**src/rtl/f_bpred_npc_if.sv**
```systemverilog
`default_nettype none
// ============================================================================
// Module   : f_bpred_npc_if
// Brief    : F-stage fetch / D-stage resolve signals of the predicting NPC unit
// Revision : 1.0
// ============================================================================
interface f_bpred_npc_if;
    logic        stall;
    logic [31:0] F_PC;
    logic [31:0] F_pred_next;
    logic        F_pred_taken;
    logic        D_valid;
    logic [31:0] D_PC;
    logic [31:0] D_pred_next;
    logic [2:0]  D_NPCop;
    logic        D_need_b;
    logic [25:0] D_imm26;
    logic [31:0] D_rs_data;
    logic        D_flush;

    // Pipeline side: hazard unit and F/D register
    modport master (
        output stall, D_valid, D_PC, D_pred_next, D_NPCop, D_need_b, D_imm26, D_rs_data,
        input  F_PC, F_pred_next, F_pred_taken, D_flush
    );

    // Next-PC unit side
    modport slave (
        input  stall, D_valid, D_PC, D_pred_next, D_NPCop, D_need_b, D_imm26, D_rs_data,
        output F_PC, F_pred_next, F_pred_taken, D_flush
    );
endinterface
`default_nettype wire

```
**src/rtl/f_bpred_npc.sv**
```systemverilog
`default_nettype none
// ============================================================================
// Module   : f_bpred_npc
// Brief    : F-stage PC register with direct-mapped BTB prediction, D-stage resolve
// Revision : 1.0
// ============================================================================
module f_bpred_npc #(
    parameter logic [31:0] RESET_PC = 32'h0000_3000,
    parameter int unsigned IDX_W    = 4
) (
    input  wire logic    clk,
    input  wire logic    reset,
    f_bpred_npc_if.slave bus
);
    localparam int unsigned c_entries = 1 << IDX_W;
    localparam int unsigned c_tag_w   = 32 - IDX_W - 2;
    localparam logic [2:0]  c_op_br   = 3'd1;
    localparam logic [2:0]  c_op_j    = 3'd2;
    localparam logic [2:0]  c_op_jr   = 3'd3;

    logic [31:0]          r_pc;
    logic [c_entries-1:0] r_btb_valid;
    logic [c_entries-1:0] r_btb_uncond;
    logic [c_tag_w-1:0]   r_btb_tag    [c_entries];
    logic [31:0]          r_btb_target [c_entries];
    logic [1:0]           r_btb_cnt    [c_entries];

    // F-side lookup
    logic [IDX_W-1:0]   w_f_idx;
    logic [c_tag_w-1:0] w_f_tag;
    logic               w_f_hit;
    logic               w_f_taken;
    logic [31:0]        w_f_next;

    assign w_f_idx   = r_pc[IDX_W+1:2];
    assign w_f_tag   = r_pc[31:IDX_W+2];
    assign w_f_hit   = r_btb_valid[w_f_idx] && (r_btb_tag[w_f_idx] == w_f_tag);
    assign w_f_taken = w_f_hit && (r_btb_uncond[w_f_idx] || r_btb_cnt[w_f_idx][1]);
    assign w_f_next  = w_f_taken ? r_btb_target[w_f_idx] : (r_pc + 32'd4);

    // D-side resolve, same target arithmetic as the combinational NPC
    logic [31:0] w_d_seq;
    logic [31:0] w_br_target;
    logic [31:0] w_j_target;
    logic [31:0] w_actual_next;
    logic        w_res;
    logic        w_mispredict;

    assign w_d_seq     = bus.D_PC + 32'd4;
    assign w_br_target = w_d_seq + {{14{bus.D_imm26[15]}}, bus.D_imm26[15:0], 2'b00};
    assign w_j_target  = {bus.D_PC[31:28], bus.D_imm26, 2'b00};

    always_comb begin
        w_actual_next = w_d_seq;
        case (bus.D_NPCop)
            c_op_br: if (bus.D_need_b) w_actual_next = w_br_target;
            c_op_j:  w_actual_next = w_j_target;
            c_op_jr: w_actual_next = bus.D_rs_data;
            default: w_actual_next = w_d_seq;
        endcase
    end

    assign w_res        = bus.D_valid && !bus.stall;
    assign w_mispredict = w_res && (w_actual_next != bus.D_pred_next);

    // D-side BTB read port and write-data selection
    logic [IDX_W-1:0]   w_d_idx;
    logic [c_tag_w-1:0] w_d_tag;
    logic               w_d_hit;
    logic               w_wr_en;
    logic [31:0]        w_wr_target;
    logic [1:0]         w_wr_cnt;
    logic               w_wr_uncond;

    assign w_d_idx = bus.D_PC[IDX_W+1:2];
    assign w_d_tag = bus.D_PC[31:IDX_W+2];
    assign w_d_hit = r_btb_valid[w_d_idx] && (r_btb_tag[w_d_idx] == w_d_tag);

    always_comb begin
        w_wr_en     = 1'b0;
        w_wr_target = r_btb_target[w_d_idx];
        w_wr_cnt    = r_btb_cnt[w_d_idx];
        w_wr_uncond = r_btb_uncond[w_d_idx];
        if (w_res) begin
            case (bus.D_NPCop)
                c_op_br: begin
                    if (w_d_hit) begin
                        w_wr_en = 1'b1;
                        if (bus.D_need_b) begin
                            w_wr_target = w_br_target;
                            if (r_btb_cnt[w_d_idx] != 2'b11) w_wr_cnt = r_btb_cnt[w_d_idx] + 2'd1;
                        end else if (r_btb_cnt[w_d_idx] != 2'b00) begin
                            w_wr_cnt = r_btb_cnt[w_d_idx] - 2'd1;
                        end
                    end else if (bus.D_need_b) begin
                        w_wr_en     = 1'b1;
                        w_wr_target = w_br_target;
                        w_wr_cnt    = 2'b10;
                        w_wr_uncond = 1'b0;
                    end
                end
                c_op_j: begin
                    w_wr_en     = 1'b1;
                    w_wr_target = w_j_target;
                    w_wr_cnt    = 2'b11;
                    w_wr_uncond = 1'b1;
                end
                default: w_wr_en = 1'b0;
            endcase
        end
    end

    // Reset outranks a pending redirect; only valid bits need clearing
    always_ff @(posedge clk) begin
        if (!reset) begin
            r_pc        <= RESET_PC;
            r_btb_valid <= '0;
        end else begin
            if (w_mispredict) begin
                r_pc <= w_actual_next;
            end else if (!bus.stall) begin
                r_pc <= w_f_next;
            end
            if (w_wr_en) begin
                r_btb_valid[w_d_idx]  <= 1'b1;
                r_btb_uncond[w_d_idx] <= w_wr_uncond;
                r_btb_tag[w_d_idx]    <= w_d_tag;
                r_btb_target[w_d_idx] <= w_wr_target;
                r_btb_cnt[w_d_idx]    <= w_wr_cnt;
            end
        end
    end

    assign bus.F_PC         = r_pc;
    assign bus.F_pred_next  = w_f_next;
    assign bus.F_pred_taken = w_f_taken;
    assign bus.D_flush      = w_mispredict;
endmodule
`default_nettype wire

```
**src/flat_wrapper.sv**
```systemverilog
// flat-port wrapper written by rule: the top's interface ports become plain ports
module f_bpred_npc_flat 
#(
    parameter logic [31:0] RESET_PC = 32'h0000_3000,
    parameter int unsigned IDX_W    = 4
)
  (clk, reset, bus_stall, bus_D_valid, bus_D_PC, bus_D_pred_next, bus_D_NPCop, bus_D_need_b, bus_D_imm26, bus_D_rs_data, bus_F_PC, bus_F_pred_next, bus_F_pred_taken, bus_D_flush);
  f_bpred_npc_if bus_i ();
  input  wire logic clk;
  input  wire logic reset;
  input wire logic [$bits(bus_i.stall)-1:0] bus_stall;
  input wire logic [$bits(bus_i.D_valid)-1:0] bus_D_valid;
  input wire logic [$bits(bus_i.D_PC)-1:0] bus_D_PC;
  input wire logic [$bits(bus_i.D_pred_next)-1:0] bus_D_pred_next;
  input wire logic [$bits(bus_i.D_NPCop)-1:0] bus_D_NPCop;
  input wire logic [$bits(bus_i.D_need_b)-1:0] bus_D_need_b;
  input wire logic [$bits(bus_i.D_imm26)-1:0] bus_D_imm26;
  input wire logic [$bits(bus_i.D_rs_data)-1:0] bus_D_rs_data;
  output wire logic [$bits(bus_i.F_PC)-1:0] bus_F_PC;
  output wire logic [$bits(bus_i.F_pred_next)-1:0] bus_F_pred_next;
  output wire logic [$bits(bus_i.F_pred_taken)-1:0] bus_F_pred_taken;
  output wire logic [$bits(bus_i.D_flush)-1:0] bus_D_flush;
  assign bus_i.stall = bus_stall;
  assign bus_i.D_valid = bus_D_valid;
  assign bus_i.D_PC = bus_D_PC;
  assign bus_i.D_pred_next = bus_D_pred_next;
  assign bus_i.D_NPCop = bus_D_NPCop;
  assign bus_i.D_need_b = bus_D_need_b;
  assign bus_i.D_imm26 = bus_D_imm26;
  assign bus_i.D_rs_data = bus_D_rs_data;
  assign bus_F_PC = bus_i.F_PC;
  assign bus_F_pred_next = bus_i.F_pred_next;
  assign bus_F_pred_taken = bus_i.F_pred_taken;
  assign bus_D_flush = bus_i.D_flush;
  f_bpred_npc #(.RESET_PC(RESET_PC), .IDX_W(IDX_W)) u_core (.clk(clk), .reset(reset), .bus(bus_i));
endmodule
```
**config.mk**
```make
export PLATFORM = sky130hd
export DESIGN_NAME = f_bpred_npc_flat
export DESIGN_NICKNAME = d
export VERILOG_FILES = /design/src/rtl/f_bpred_npc_if.sv /design/src/rtl/f_bpred_npc.sv /design/src/flat_wrapper.sv
export SDC_FILE = /design/constraint.sdc
export NUM_CORES = 1
export LEC_CHECK = 0
export ABC_CLOCK_PERIOD_IN_PS = 22300
export BUFFER_PORTS_ARGS = -buffer_cell sky130_fd_sc_hd__buf_2
export CORE_MARGIN = 2
export CORE_UTILIZATION = 45
export DETAILED_ROUTE_END_ITERATION = 10
export GPL_TIMING_DRIVEN = 0
export PLACE_DENSITY = 0.65
export SLEW_MARGIN = 20
export SYNTH_ARGS = -nofsm -noshare
export SYNTH_HDL_FRONTEND = slang
export SYNTH_SLANG_ARGS = --single-unit
```
**constraint.sdc**
```tcl
create_clock -name clk -period 22.3 [get_ports clk]
set_input_delay 4.46 -clock clk [delete_from_list [all_inputs] [get_ports clk]]
set_output_delay 4.46 -clock clk [all_outputs]
set_load 0.005 [all_outputs]
```
After elaboration in Yosys (flattened, before gate mapping)

Memories as Yosys holds them, arrays and structs flattened. A register that Yosys moved wholly into a read port is not among the register bits.
Cells that the tools add are included.

Bits of input ports: 130
Memories: 3
RAM bits: 960
Register bits after elaboration: 64
Logic and storage cells: 80

Equality and inequality tests: 11
Bitwise gates (word level): 1
Order comparisons: 3
Muxes and demuxes: 43
Add/sub/neg operators: 5
Reduce and logical (&&, ||, !) cells: 11

Memories:

| memory              | depth | bits a word | read ports | clocked after memory_dff | write ports | line              | RTL |
|---|---|---|---|---|---|---|---|
| u_core.r_btb_target | 16    | 32          | 1          | 1                        | 1           | f_bpred_npc.sv:25 | `logic [31:0] r_btb_target [c_entries];` |
| u_core.r_btb_tag    | 16    | 26          | 2          | 1                        | 1           | f_bpred_npc.sv:24 | `logic [c_tag_w-1:0] r_btb_tag [c_entries];` |
| u_core.r_btb_cnt    | 16    | 2           | 2          | 1                        | 1           | f_bpred_npc.sv:26 | `logic [1:0] r_btb_cnt [c_entries];` |

Operator list:

| cell                    | number |
|---|---|
| $mux W32                | 6 |
| $pmux W32 S3            | 1 |
| $add A32 B3 Y32 const B | 2 |
| $pmux W32 S2            | 1 |
| $eq A26 B26 Y1          | 2 |
| $add A32 B32 Y32        | 1 |
| $ne A32 B32 Y1          | 1 |
| $mux W4                 | 6 |
| $bmux W1 S4             | 4 |
| $bwmux W16              | 1 |
| $or A16 B16 Y16         | 1 |
| $mux W1                 | 14 |
| $mux W2                 | 6 |
| $lt A4 B5 Y1 const B    | 2 |
| $eq A3 B2 Y1 const B    | 2 |
| $logic_and A1 B1 Y1     | 6 |
| $ne A3 B3 Y1 const B    | 2 |
| $demux W1 S4            | 1 |
| $ge A4 B1 Y1 const B    | 1 |
| $pmux W1 S2             | 2 |
| $pmux W2 S2             | 1 |
| $reduce_and A4 Y1       | 1 |
| $eq A3 B1 Y1 const B    | 1 |
| $add A2 B1 Y2 const B   | 1 |
| other kinds (8)         | 8 |

Logic depth before layout (Yosys ltp)

Gate-level depths: netlist of the first run.

Depth after elaboration: 10
Depth in mapped cells: 20
Gate-level depth less buffers: 18

Least setup slack after synthesis of the first run

OpenSTA, ideal clock, no wires.

Kind: input port to output port
Start point: in bus_D_PC[2]
End point: out bus_D_flush
Buffers on the path: 5
Path slack: 8509 ps
Stages: 19
Required time: 17840 ps
Arrival: 9331 ps
Cell sequence: clkbuf_1 > buf_2 > buf_2 > buf_1 > inv_1 > ha_1 > fa_1 > a21o_1 > nand3_1 > a41oi_1 > or4b_2 > o211ai_1 > xnor2_1 > o2111ai_1 > or4_4 > nor4_4 > and4_1 > buf_4 > nor2_1

Cells in the longest elaborated chain, start to end: 6

Ends and longest elaborated chain:

| what                  | line               | RTL |
|---|---|---|
| start, declared       | flat_wrapper.sv:13 | `input wire logic [$bits(bus_i.D_PC)-1:0] bus_D_PC;` |
| $add A32 B3 Y32 *     | f_bpred_npc.sv:49  | `assign w_d_seq = bus.D_PC + 32'd4;` |
| $add A32 B32 Y32      | f_bpred_npc.sv:50  | `assign w_br_target = w_d_seq + {{14{bus.D_imm26[15]}}, bus.D_imm26[15:0], 2'b00};` |
| $mux W32              | f_bpred_npc.sv:56  | `c_op_br: if (bus.D_need_b) w_actual_next = w_br_target;` |
| $pmux W32 S3 *        | f_bpred_npc.sv:55  | `case (bus.D_NPCop)` |
| $ne A32 B32 Y1 *      | f_bpred_npc.sv:64  | `assign w_mispredict = w_res && (w_actual_next != bus.D_pred_next);` |
| $logic_and A1 B1 Y1 * | f_bpred_npc.sv:64  |  |
| end, declared         | flat_wrapper.sv:22 | `output wire logic [$bits(bus_i.D_flush)-1:0] bus_D_flush;` |

Every way passes the cells marked *; elsewhere a longest branch is shown, timed or not.

Final worst setup path of the first run

Start point: in bus_D_PC[3]
End point: out bus_D_flush

The elaborated chain is that of the path after synthesis.

==> impl_metrics.tcl, run 1 <==
set metrics [dict create \
    status "finished, final reports clean" \
    portBuffers 190 \
    placedCellCount 4545 \
    ys_ff_latch 1028 \
    die_w_um 333 \
    powerDensity_nw_per_um2 80.6 \
    combPwrFrac_pct 13.2 \
    synthFlopType "edfxtp_1" \
    nets 3413 \
    finalHoldViolCount 0 \
    yosys.area_share.xor_xnor_pct 2.61 \
    start_util_pct 45.5 \
    drt_iter0_drc 4879 \
    setup_viol 0 \
    vias 31900 \
    p_switching_mw 1.18 \
    timing.setup.tns_ns 0 \
    cts_made_buffers 104 \
    drt_pre_antenna_iters 6 \
    design_area_um2 56700 \
    cap_violations 0 \
    finalCritPeriodShare_pct 75.6 \
    cts_max_level 3 \
    path_class "in2out" \
    gp_congestion 0.931 \
    clk_pin_slew_worst_paths_ns 0.06 \
    timing.fmax_ghz 0.0593 \
    grt_first_pass_wirelength_um 239000 \
    start_kind "input port" \
    wire_per_inst_um 36.2 \
    cts_root_buf "clkbuf_16" \
    worst_ep_arrival_time_ns 12.40 \
    pwr-share-clk_pct 39.0 \
    antenna_found_initial 16 \
    r2r_slack_ns 15.42 \
    drv_slew 0 \
    max_slew.worst_pin.slew_ns 1.20 \
    synthDistinctLibCells 86 \
    dieArea_um2 111000 \
    p_seq_share_pct 47.7 \
    ant_nets 0 \
    synth_nets 3031 \
    drc_errors 0 \
    clk_latency_ns 0.73 \
    drive_above_1_share_pct 31.1 \
    cts_resized 0 \
    skew_ns 0.0665 \
    syn_inst 2866 \
    cellLeakagePower_nw 18.3 \
    syn_avg_cell_area_um2 17.0 \
    p_int_mw 3.39 \
    use_met1_pct 40.6 \
    dpl_cell_area_um2 53200 \
    yosysSeqAreaShare_pct 62.3 \
    ir_drop_mv 0.0742 \
    synth_edf_count 976 \
    viasPerCell 6.71 \
    end_kind "primary output" \
    synth-simple-area-share_pct 5.95 \
    yosys-top-cells-area "edfxtp_1 (60%), mux4_2 (20%), dfxtp_1 (2.1%), xnor2_1 (1.7%), nand2_1 (1.3%)" \
    final_cells 4750 \
    critPathCapture "bus_D_flush" \
    relSlewSlack_pct 19.9 \
    crit_path_frequent_cell "clkbuf_1" \
    synth-compound-area-share_pct 4.60 \
    synth_top_family_by_area "multiplexers" \
    path_max_fanout 10 \
    final_core_util_pct 52.9 \
    hold_path.class "reg2reg" \
    ys_warn_count 0 \
    dp_hpwl_um 127000 \
    synth_area_leader_cell "edfxtp_1" \
    cp_slowest_cell "clkbuf_1" \
    cts_num_sinks 1028 \
    synth-adder-area-share_pct 0.934 \
    final_common_cell "edfxtp_1" \
    top_usage_layer "met2" \
    worstPathCellList "buf_2, clkbuf_1, clkbuf_1, clkbuf_1, clkbuf_1, inv_1, ha_1, fa_1, a21o_1, a221oi_4, xnor2_1, a221oi_2, xnor2_1, nor4_1, nand3_1, or4_4, nor4_4, and4_1, buf_4, nor2_1, buf_2" \
    cpPeakStageDelay_ns 0.78 \
    grt_pass1_vias 31300 \
    grt_max_degree 23 \
    synthMuxAreaShare_pct 21.8 \
    syn_area_um2 48700 \
    rows 120 \
    crit_required_ns 17.84 \
    core_um2 107000 \
    ff2ff_path_depth 14 \
    cts_tree "done" \
    rsz0062_at_grt "no" \
    cts_setup_buffers 0 \
    synth_top_area_share_pct 60.1 \
    grt_usage_pct 30.8 \
    swShare_pct 25.8 \
    io_pins 196 \
    final_cell_mix "edfxtp_1 (976), mux4_2 (443), buf_2 (240)" \
    area.growth.synth_to_final_pct 16.4 \
    overflow 0 \
    grtUsageMet2_pct 48.1 \
    grt_use_met3_pct 10.5 \
    fin_crit_ns 16.86 \
    die_h_um 333 \
    cts_buffer_depth 3 \
    critPathLaunch "bus_D_PC[3]" \
    async_flop_share_pct 0 \
    drt_wl_total_um 172000 \
    hold_buffers 0 \
]
cell type report:
type	instances	area (µm²)
Timing Repair Buffer	276	2340
Multi-Input combinational cell	1614	17800
Sequential cell	1028	30300
Clock inverter	71	756
Antenna cell	8	20.0
Clock buffer	126	2780
Fill cell	8624	50500
Buffer	194	808
Inverter	30	113
Tap cell	1403	1760
synth_stat cells (14+ instances only):
cell / count
a211oi_1: 14
a21o_1: 32
a21oi_1: 93
and3_1: 21
buf_1: 36
buf_2: 36
clkbuf_1: 120
dfxtp_1: 52
edfxtp_1: 976
ha_1: 34
inv_1: 27
mux2i_1: 52
mux4_2: 443
nand2_1: 175
nand3_1: 78
nand4_1: 47
nor2_1: 145
nor3_1: 41
nor4_1: 15
o211ai_1: 35
o21ai_0: 50
xnor2_1: 92
xor2_1: 53
power groups by stage:
stage	combinational [mW]	sequential [mW]	clock [mW]
final	0.606	2.18	1.78
after global routing	0.631	2.18	1.87
after CTS	0.594	2.18	1.79
after detailed placement	0.592	2.22	0
after global placement	0.565	2.23	0
after floorplan	0.343	2.21	0
critical path: cells and delay by family:
kind / cells / cell delay (ns)
buffers and inverters: 8 / 3.23
and+or+nand+nor: 6 / 2.30
AOI/OAI and AO/OA: 3 / 1.25
adders and majority gates: 2 / 0.81
xor gates and xnor gates: 2 / 0.32
logic make-up after synthesis:
family,count (synthesis)
xor gates and xnor gates,145
and+or+nand+nor,597
AOI/OAI and AO/OA,329
muxes,507
adders and majority gates,36
buffers and inverters,224
DFF,1028
worst min path at each step:
stage	startpoint	end	slack [ns]	depth (start not counted)
2_1_floorplan	u_core.r_btb_valid[10]$_SDFFE_PN0P_	u_core.r_btb_valid[10]$_SDFFE_PN0P_	0.44	1
3_3_place_gp	u_core.r_btb_valid[6]$_SDFFE_PN0P_	u_core.r_btb_valid[6]$_SDFFE_PN0P_	0.45	1
3_5_place_dp	u_core.r_btb_valid[3]$_SDFFE_PN0P_	u_core.r_btb_valid[3]$_SDFFE_PN0P_	0.47	1
4_1_cts	u_core.r_btb_valid[3]$_SDFFE_PN0P_	u_core.r_btb_valid[3]$_SDFFE_PN0P_	0.49	1
5_1_grt	u_core.r_btb_valid[1]$_SDFFE_PN0P_	u_core.r_btb_valid[1]$_SDFFE_PN0P_	0.51	1
6_report	u_core.r_btb_valid[3]$_SDFFE_PN0P_	u_core.r_btb_valid[3]$_SDFFE_PN0P_	0.49	1
per-layer routing:
metal	part of all wire (%)	vias to the layer above
li1	-	12600
met1	37	16600
met2	46	2286
met3	13	384
met4	3.8	16
met5	0.063	-
flip-flops by register name (all words and copies together), names as in the netlist, named ones only:
name and cells:
u_core.bus.F_PC 32, u_core.r_btb_cnt 32, u_core.r_btb_valid 16, u_core.r_btb_tag 416, u_core.r_btb_target 512, u_core.r_btb_uncond 16
through the flow:
step                total power, mW  worst slack (ns)  hold WS [ns]
finish                         4.57              5.44         0.486
global route                   4.68              5.35         0.507
CTS                            4.57              5.73         0.486
detailed placement             2.81              5.78         0.473
global placement               2.79              4.79         0.447
floorplan                      2.56              8.51         0.438
Power figures use the tool's default switching activity.
==> run 2: changes to the inputs <==
Settings changed: ABC_CLOCK_PERIOD_IN_PS 22300 to 13800, PLACE_DENSITY 0.65 to 0.68.
Clock period 22.3 ns to 13.8 ns, I/O delays scaled along.
==> run 2 against run 1 <==
Effect of this change: wire length fell by 2.2%; largest power group unchanged; critical path depth did not move; total power rose by 59%; hold slack got worse by 0.016 ns; critical path type unchanged; first-iteration DRC count rose by 5.3%; register-to-register slack got worse by 8.4 ns.
==> impl_metrics.tcl, run 2 (synthesis results as in run 1) <==
set metrics [dict create \
    status "finished, final reports clean" \
    drt_pre_antenna_iters 6 \
    core_um2 107000 \
    fillers 8485 \
    drc_errors 0 \
    largestRegisters "u_core.r_btb_target x512, u_core.r_btb_tag x416" \
    finalHoldViolCount 0 \
    placedCellCount 4556 \
    setup_viol 0 \
    power_mw 7.29 \
    dieArea_um2 111000 \
    drt_iter0_drc 5138 \
    drv_slew 0 \
    vias 32300 \
    cts_setup_buffers 0 \
    die_h_um 333 \
    nets 3424 \
    final_common_cell "edfxtp_1" \
    largest_reg_flops 512 \
    cts_buffer_depth 3 \
    timing.fmax_ghz 0.0739 \
    rows 120 \
    path_class "in2out" \
    antenna_found_initial 14 \
    relSlewSlack_pct 17.1 \
    final_core_util_pct 53.1 \
    finalCritPeriodShare_pct 98.0 \
    area.growth.synth_to_final_pct 16.8 \
    final_cell_mix "edfxtp_1 (976), mux4_2 (443), buf_2 (241)" \
    ant_nets 0 \
    fin_crit_ns 13.52 \
    drt_wl_total_um 168000 \
    dpl_cell_area_um2 53500 \
    grt_max_degree 23 \
    portBuffers 190 \
    ir_drop_mv 0.116 \
    crit_required_ns 11.04 \
    worst_ep_arrival_time_ns 10.76 \
    io_pins 196 \
    drive_above_1_share_pct 31.0 \
    grt_pass1_vias 31300 \
    clk_pin_slew_worst_paths_ns 0.06 \
    dp_hpwl_um 123000 \
    path_max_fanout 10 \
    ff_latch_area_um2 30300 \
    skew_ns 0.0429 \
    cellLeakagePower_nw 18.4 \
    cts_tree "done" \
    viasPerCell 6.79 \
    clk_latency_ns 0.71 \
    holdWs_ns 0.471 \
    multi_input_area_um2 17800 \
    die_w_um 333 \
    cts_root_buf "clkbuf_16" \
    cts_max_level 3 \
    design_area_um2 56900 \
    grt_first_pass_wirelength_um 234000 \
    powerDensity_nw_per_um2 128 \
    cts_num_sinks 1028 \
    hold_path.class "reg2reg" \
    overflow 0 \
    regMostFlops "u_core.r_btb_target" \
    gp_congestion 0.979 \
    end_kind "primary output" \
    cap_violations 0 \
    hold_buffers 0 \
    start_kind "input port" \
    cts_resized 0 \
    start_util_pct 45.5 \
    wire_per_inst_um 35.4 \
    cts_made_buffers 102 \
    final_cells 4754 \
    max_slew.worst_pin.slew_ns 1.24 \
    grt_usage_pct 30.1 \
    rsz0062_at_grt "no" \
]
[run 2: cell count changes in the layout (fill, tap and decap cells not counted), sizes merged]
cell | before | now
inv | 31 | 30
diode | 8 | 7
clkinv | 56 | 49
buf | 344 | 356
clkbuf | 252 | 253
bufinv | 10 | 9
clkinvlp | 4 | 5
[run 2: final cells by class]
cell class,count,area share (%)
multi-input combinational,1614,31.3
buffer,194,1.42
tap,1403,3.08
clock buffer,126,4.76
timing repair buffer,289,4.77
inverter,30,0.198
antenna,7,0.0308
clock inverter,63,1.09
sequential,1028,53.3
[run 2: worst max-delay path: stages]
cell and delay, ns:
buf_2 0.14, clkbuf_1 0.43, clkbuf_1 0.75, clkbuf_1 0.69, clkbuf_1 0.62, inv_1 0.15
ha_1 0.36, fa_1 0.41, a21o_1 0.26, a221oi_4 0.47, xnor2_1 0.20, a221oi_2 0.62
xnor2_1 0.13, nor4_1 0.59, nand3_1 0.38, or4_4 0.59, nor4_4 0.35, and4_1 0.23
buf_4 0.20, nor2_1 0.20, buf_2 0.20
[run 2: path summary, 6_finish.rpt]
check	start	end	slack (ns)	depth (start not counted)
min reg2reg	u_core.r_btb_valid[10]$_SDFFE_PN0P_	u_core.r_btb_valid[10]$_SDFFE_PN0P_	0.47	1
max	bus_D_PC[3]	bus_D_flush	0.28	21
min	u_core.r_btb_valid[10]$_SDFFE_PN0P_	u_core.r_btb_valid[10]$_SDFFE_PN0P_	0.47	1
max reg2reg	flip-flop	flip-flop	7.06	13
[run 2: per-stage QoR]
| step | worst slack, ns | setup TNS (ns) |
|---|---|---|
| after floorplan | 3.41 | 0 |
| final | 0.276 | 0 |
| after global placement | -1.37 | -75.49 |
| after detailed placement | 0.691 | 0 |
| after global routing | 0.342 | 0 |
| after CTS | 0.674 | 0 |
[run 2: power by group]
part / switching (mW) / total [mW] / internal, mW / leakage [nW]
clock network: 1.21 / 2.78 / 1.57 / 1.63
registers: 0.0262 / 3.53 / 3.50 / 9.17
logic: 0.629 / 0.976 / 0.347 / 7.60
total: 1.87 / 7.29 / 5.42 / 18.4
[run 2: layer usage]
layer  up-vias  wire length [µm]  GRT usage, %
li1      12600                 -             -
met1     16600             60200          39.9
met2      2567             76300          46.1
met3       468             24100          10.0
met4        16              7670          11.9
met5         -                98             0
